==> config.mk <==
export PLATFORM = sky130hd
export DESIGN_NAME = tlb_access_arbiter
export DESIGN_NICKNAME = d
export VERILOG_FILES = /design/src/rtl/tlb_params.sv /design/src/rtl/tlb_access_arbiter.sv
export SDC_FILE = /design/constraint.sdc
export NUM_CORES = 1
export LEC_CHECK = 0
export ABC_AREA = 1
export BUFFER_PORTS_ARGS = -buffer_cell sky130_fd_sc_hd__buf_2
export CORE_MARGIN = 5
export CORE_UTILIZATION = 25
export DETAILED_ROUTE_END_ITERATION = 10
export GPL_ROUTABILITY_DRIVEN = 0
export PLACE_DENSITY = 0.58
export SLEW_MARGIN = 20
export SYNTH_ARGS = -nofsm -noshare
export SYNTH_HDL_FRONTEND = slang
export SYNTH_SLANG_ARGS = --single-unit
==> constraint.sdc <==
create_clock -name clock -period 1.8 [get_ports clock]
set_clock_uncertainty 0.15 [all_clocks]
set_input_delay 0 -clock clock [delete_from_list [all_inputs] [get_ports clock]]
set_output_delay 0 -clock clock [all_outputs]
set_load 0.01 [all_outputs]
==> src/rtl/tlb_params.sv <==
// Shared TLB types: search request/result, entry layout, and the arbiter FSM states.
package tlb_params;

  localparam int TLB_NUM = 16;
  localparam int IDX_W   = $clog2(TLB_NUM);

  typedef struct packed {
    logic [18:0] vpn2;
    logic [7:0]  asid;
  } search_request_t;

  typedef struct packed {
    logic             found;
    logic [IDX_W-1:0] index;
    logic [19:0]      pfn;
    logic             v;
    logic             d;
  } search_result_t;

  typedef struct packed {
    logic [18:0] vpn2;
    logic [7:0]  asid;
    logic        g;
    logic [19:0] pfn;
    logic        v;
    logic        d;
  } tlb_entry_t;

  typedef enum logic [1:0] {
    IDLE   = 2'd0,
    WRITE  = 2'd1,
    SETTLE = 2'd2
  } arb_state_t;

endpackage

==> src/rtl/tlb_access_arbiter.sv <==
// Arbitrates fetch and load/store searches onto one shared TLB search port and
// serialises TLB writes. Data wins by default; inst wins once it has lost
// STARVE_LIMIT times in a row. A write takes three cycles (accept, write,
// settle) during which no search is granted.
module tlb_access_arbiter
  import tlb_params::*;
#(
  parameter int STARVE_LIMIT = 3,
  parameter int TLB_NUM      = tlb_params::TLB_NUM
) (
  input  logic                       clock,
  input  logic                       reset,

  input  logic                       inst_req_valid,
  input  search_request_t            inst_req,
  output logic                       inst_req_ready,
  output logic                       inst_resp_valid,
  output search_result_t             inst_resp,

  input  logic                       data_req_valid,
  input  search_request_t            data_req,
  output logic                       data_req_ready,
  output logic                       data_resp_valid,
  output search_result_t             data_resp,

  input  logic                       write_valid,
  input  logic [$clog2(TLB_NUM)-1:0] write_index,
  input  tlb_entry_t                 write_entry,
  output logic                       write_ready,
  output logic                       write_done,

  output search_request_t            tlb_search_req,
  input  search_result_t             tlb_search_result,

  output logic                       tlb_write_enable,
  output logic [$clog2(TLB_NUM)-1:0] tlb_write_index,
  output tlb_entry_t                 tlb_write_entry
);

  localparam int SW = $clog2(STARVE_LIMIT + 1);
  localparam int IW = $clog2(TLB_NUM);
  localparam logic [SW-1:0] STARVE_MAX = SW'(STARVE_LIMIT);

  arb_state_t      state_q, state_d;
  logic [SW-1:0]   starve_q;
  logic            search_ok;
  logic            inst_prio;
  logic            grant_inst;
  logic            grant_data;
  logic            inst_vld_q;
  logic            data_vld_q;
  logic [IW-1:0]   wr_idx_q;
  tlb_entry_t      wr_entry_q;

  // FSM state register
  always_ff @(posedge clock) begin
    if (reset) state_q <= IDLE;
    else       state_q <= state_d;
  end

  // Next state and write-side outputs; reset masks every strobe in the same cycle
  always_comb begin
    state_d          = state_q;
    write_ready      = 1'b0;
    tlb_write_enable = 1'b0;
    write_done       = 1'b0;
    search_ok        = 1'b0;
    case (state_q)
      IDLE: begin
        if (write_valid) begin
          write_ready = 1'b1;
          state_d     = WRITE;
        end else begin
          search_ok = 1'b1;
        end
      end
      WRITE: begin
        tlb_write_enable = 1'b1;
        state_d          = SETTLE;
      end
      SETTLE: begin
        write_done = 1'b1;
        state_d    = IDLE;
      end
      default: state_d = IDLE;
    endcase
    if (reset) begin
      write_ready      = 1'b0;
      tlb_write_enable = 1'b0;
      write_done       = 1'b0;
      search_ok        = 1'b0;
    end
  end

  assign inst_prio      = (starve_q == STARVE_MAX) || !data_req_valid;
  assign grant_inst     = search_ok && inst_req_valid && inst_prio;
  assign grant_data     = search_ok && data_req_valid && !grant_inst;
  assign inst_req_ready = grant_inst;
  assign data_req_ready = grant_data;
  assign tlb_search_req = grant_data ? data_req : inst_req;

  // Starve counter: only real search cycles count, write cycles hold the value
  always_ff @(posedge clock) begin
    if (reset) begin
      starve_q <= '0;
    end else if (search_ok) begin
      if (grant_inst || !inst_req_valid) starve_q <= '0;
      else if (starve_q != STARVE_MAX)   starve_q <= starve_q + SW'(1);
    end
  end

  // Capture the write so the TLB sees a stable index/entry in the WRITE cycle
  always_ff @(posedge clock) begin
    if (reset) begin
      wr_idx_q   <= '0;
      wr_entry_q <= '0;
    end else if (write_ready) begin
      wr_idx_q   <= write_index;
      wr_entry_q <= write_entry;
    end
  end

  assign tlb_write_index = wr_idx_q;
  assign tlb_write_entry = wr_entry_q;

  // Register the search result for the granted port; data holds until the next grant
  always_ff @(posedge clock) begin
    if (reset) begin
      inst_vld_q <= 1'b0;
      data_vld_q <= 1'b0;
      inst_resp  <= '0;
      data_resp  <= '0;
    end else begin
      inst_vld_q <= grant_inst;
      data_vld_q <= grant_data;
      if (grant_inst) inst_resp <= tlb_search_result;
      if (grant_data) data_resp <= tlb_search_result;
    end
  end

  // A reset arriving in the response cycle cancels the pulse
  assign inst_resp_valid = inst_vld_q && !reset;
  assign data_resp_valid = data_vld_q && !reset;

endmodule

==> flow_metrics.tcl <==
set metrics [dict create \
    yosys_warnings 0 \
    power_mw 7.49 \
    r2r_slack_ps -100 \
    cp.arrival_ps 1770 \
    ys_seq_elements 114 \
    initial_core_util_pct 25.5 \
    die_w_um 146 \
    placementRows 49 \
    place_ws_ps 66.3 \
    max_stage_delay_ps 340 \
    synth_cells 653 \
    grt_start_max_net_pins 110 \
    rsz0062_at_grt "yes" \
    layout.nets 1168 \
    wl_met2_um 7980 \
    layout_common_cells "buf_2 (277), nor2_1 (221), nand2_1 (132)" \
    cts.clk_slew.worst_paths_ps 50 \
    drt_pre_antenna_iters 4 \
    synth_nets 794 \
    syn_area_per_cell_sq_um 7.06 \
    final_common_cell "buf_2" \
    top_layer "met4" \
    die_h_um 146 \
    p_int_mw 5.65 \
    ff2ff_path_depth 10 \
    met1_length_um 7610 \
    dieArea_sq_um 21300 \
    synth_top_cell_area_share_pct 49.5 \
    timing.critical_path.mode_cell "nor2_4" \
    synth_area_sq_um 4610 \
    maxCapViolCount 0 \
    critPathLaunchType "register" \
    wl_per_cell_um 13.6 \
    clk_latency_ps 410 \
    synth_cell_type_count 23 \
    clockRootBuffer "clkbuf_16" \
    finalInstanceArea_sq_um 7960 \
    comb_power_share_pct 15.3 \
    ant_nets 0 \
    synth.area.top_cells "dfxtp_1 (49%), nor2_1 (18%), nand2_1 (11%)" \
    critPathKind "register to primary output" \
    max_slew_margin_pct 65.2 \
    synth-seq-area-share_pct 49.5 \
    hold_class "primary input to register" \
    clockBufferDepth 2 \
    vdd.ir_drop.worst_mv 0.630 \
    path_max_fanout 8 \
    worstSetupEndpointType "primary output" \
    final-max-slew-violation-count 0 \
    cts_sinks 114 \
    htree_levels 4 \
    drt_iter0_drc 220 \
    hold_violations 0 \
    drive_gt1_share_pct 35.0 \
    violations "setup timing" \
    final.setup.worst_slack_ps -119 \
    status "complete, but fails checks" \
    dp_hpwl_um 10600 \
    power.density_nw_per_um2 941 \
    timing.fmax_ghz 0.521 \
    gr-total-overflow 0 \
    worstPathRequired_ps 1650 \
    worstPathCellList "ha_4 -> nor2_4 -> nor2_4 -> nor2_4 -> buf_6 -> buf_8 -> nand2_2 -> nand2_1 -> buf_2" \
    p_sw_share_pct 24.6 \
    ios 282 \
    final-setup-viol-count 53 \
    drt-total-wl_um 17300 \
    holdPathStages 3 \
    port_buffers 281 \
    synth.largest_area_cell "dfxtp_1" \
    dr_total_vias 5365 \
    cts_buffers 17 \
    power_leakage_nw 4.15 \
    grt_pass1_vias 5367 \
    period_needed_ps 1920 \
    drc 0 \
    viasPerCell 4.23 \
    grt_util_all_layers_pct 16.2 \
    p_clk_share_pct 47.9 \
    seqPwrFrac_pct 36.8 \
    route.met3.wl_um 1320 \
    grt_pass1_wl_um 28200 \
    core_area_sq_um 18100 \
    p_sw_mw 1.84 \
    critPathSlowestCell "dfxtp_2" \
    post-route-period-util_pct 107 \
    syn2layout_area_growth_pct 72.5 \
    antenna_found_initial 1 \
    worst_slew_pin_slew_ps 522 \
    cts_tree "done" \
    dpl-instance-area_sq_um 6140 \
]
## worst paths after layout
path | from | endpoint
worst max register to register | starve_q[0]$_SDFFE_PP0P_ | data_resp[16]$_SDFFE_PP0N_
worst max-delay path | starve_q[0]$_SDFFE_PP0P_ | tlb_search_req[3]
worst min register to register | inst_resp[10]$_SDFFE_PP0P_ | inst_resp[10]$_SDFFE_PP0P_
worst min-delay path | reset | state_q[1]$_SDFFE_PP0P_
## sequential cells by signal (all words and copies together), names as in the netlist
name	count
tlb_write_entry	50
data_vld_q	1
inst_vld_q	1
starve_q	2
state_q	2
data_resp	27
tlb_write_index	4
inst_resp	27
## metal layers
metal	up-vias	track usage, %
met5	-	0
met1	2378	20.1
li1	2753	-
met3	22	5.61
met4	0	5.75
met2	212	26.0
## per-stage QoR
step / hold slack, ps / utilization (%) / TNS, ps / cells
floorplan: -32.1 / - / 0 / 653
global placement: 71.1 / 33.9 / 0 / 1133
detailed placement: 76.9 / 33.9 / 0 / 1133
CTS: 119 / 43.8 / -2630 / 1266
global route: 54.0 / 44.0 / -7600 / 1269
finish: 26.4 / 44.0 / -3320 / 1269
## timing repair
action                     4_1_cts  5_1_grt
buffers inserted                 9        2
hold buffers                    88        0
pin swaps                        9        1
cloned                           5        0
gates resized for setup         28        5
setup endpoints to repair       29       53
hold endpoints to repair       113        0
## critical path, delay by kind of cell, from the launching register on
| kind | cells | cell delay, ps |
|---|---|---|
| flip-flops | 1 | 340 |
| adder cells (fa/ha/maj) | 1 | 160 |
| buffers and inverters | 3 | 410 |
| AND/OR/NAND/NOR | 5 | 440 |
## layout make-up
cell class	count	area, sq um
flip-flops and latches	114	2280
fillers	1789	10100
inverters	40	179
clock inverters	9	154
diodes	1	2.50
repair buffers	393	2620
well taps	229	287
clock buffers	22	474
multi-input cells	459	1940
repair inverters	2	20.0
## cell families after synthesis
family | after synthesis | share of synthesized area [%]
adders and majority gates | 1 | 0.271
buffers and inverters | 80 | 9.49
AOI/OAI and AO/OA | 82 | 8.90
DFF | 114 | 49.5
and+or+nand+nor | 376 | 31.9
## synth_stat cells
| cell | count |
|---|---|
| dfxtp_1 | 114 |
| nand2_1 | 138 |
| inv_2 | 7 |
| buf_6 | 11 |
| buf_8 | 2 |
| nand3_2 | 1 |
| clkbuf_1 | 14 |
| inv_1 | 32 |
| nor2_1 | 222 |
| nor3_1 | 3 |
| buf_2 | 7 |
| nand4_1 | 2 |
| nor2_4 | 4 |
| o21ai_0 | 75 |
| a21oi_1 | 1 |
| nand3_1 | 1 |
| buf_4 | 5 |
| buf_1 | 1 |
| o21ai_1 | 6 |
| nand2_2 | 3 |
| nor2_2 | 2 |
| inv_6 | 1 |
| ha_1 | 1 |
## power groups by stage
stage	registers, mW	logic, mW	clock network (mW)
2_1_floorplan	2.87	0.416	0
3_3_place_gp	2.80	0.926	0
3_5_place_dp	2.80	0.926	0
4_1_cts	2.75	1.13	3.69
5_1_grt	2.77	1.27	3.81
6_report	2.76	1.14	3.59
Power figures use the tool's default switching activity.
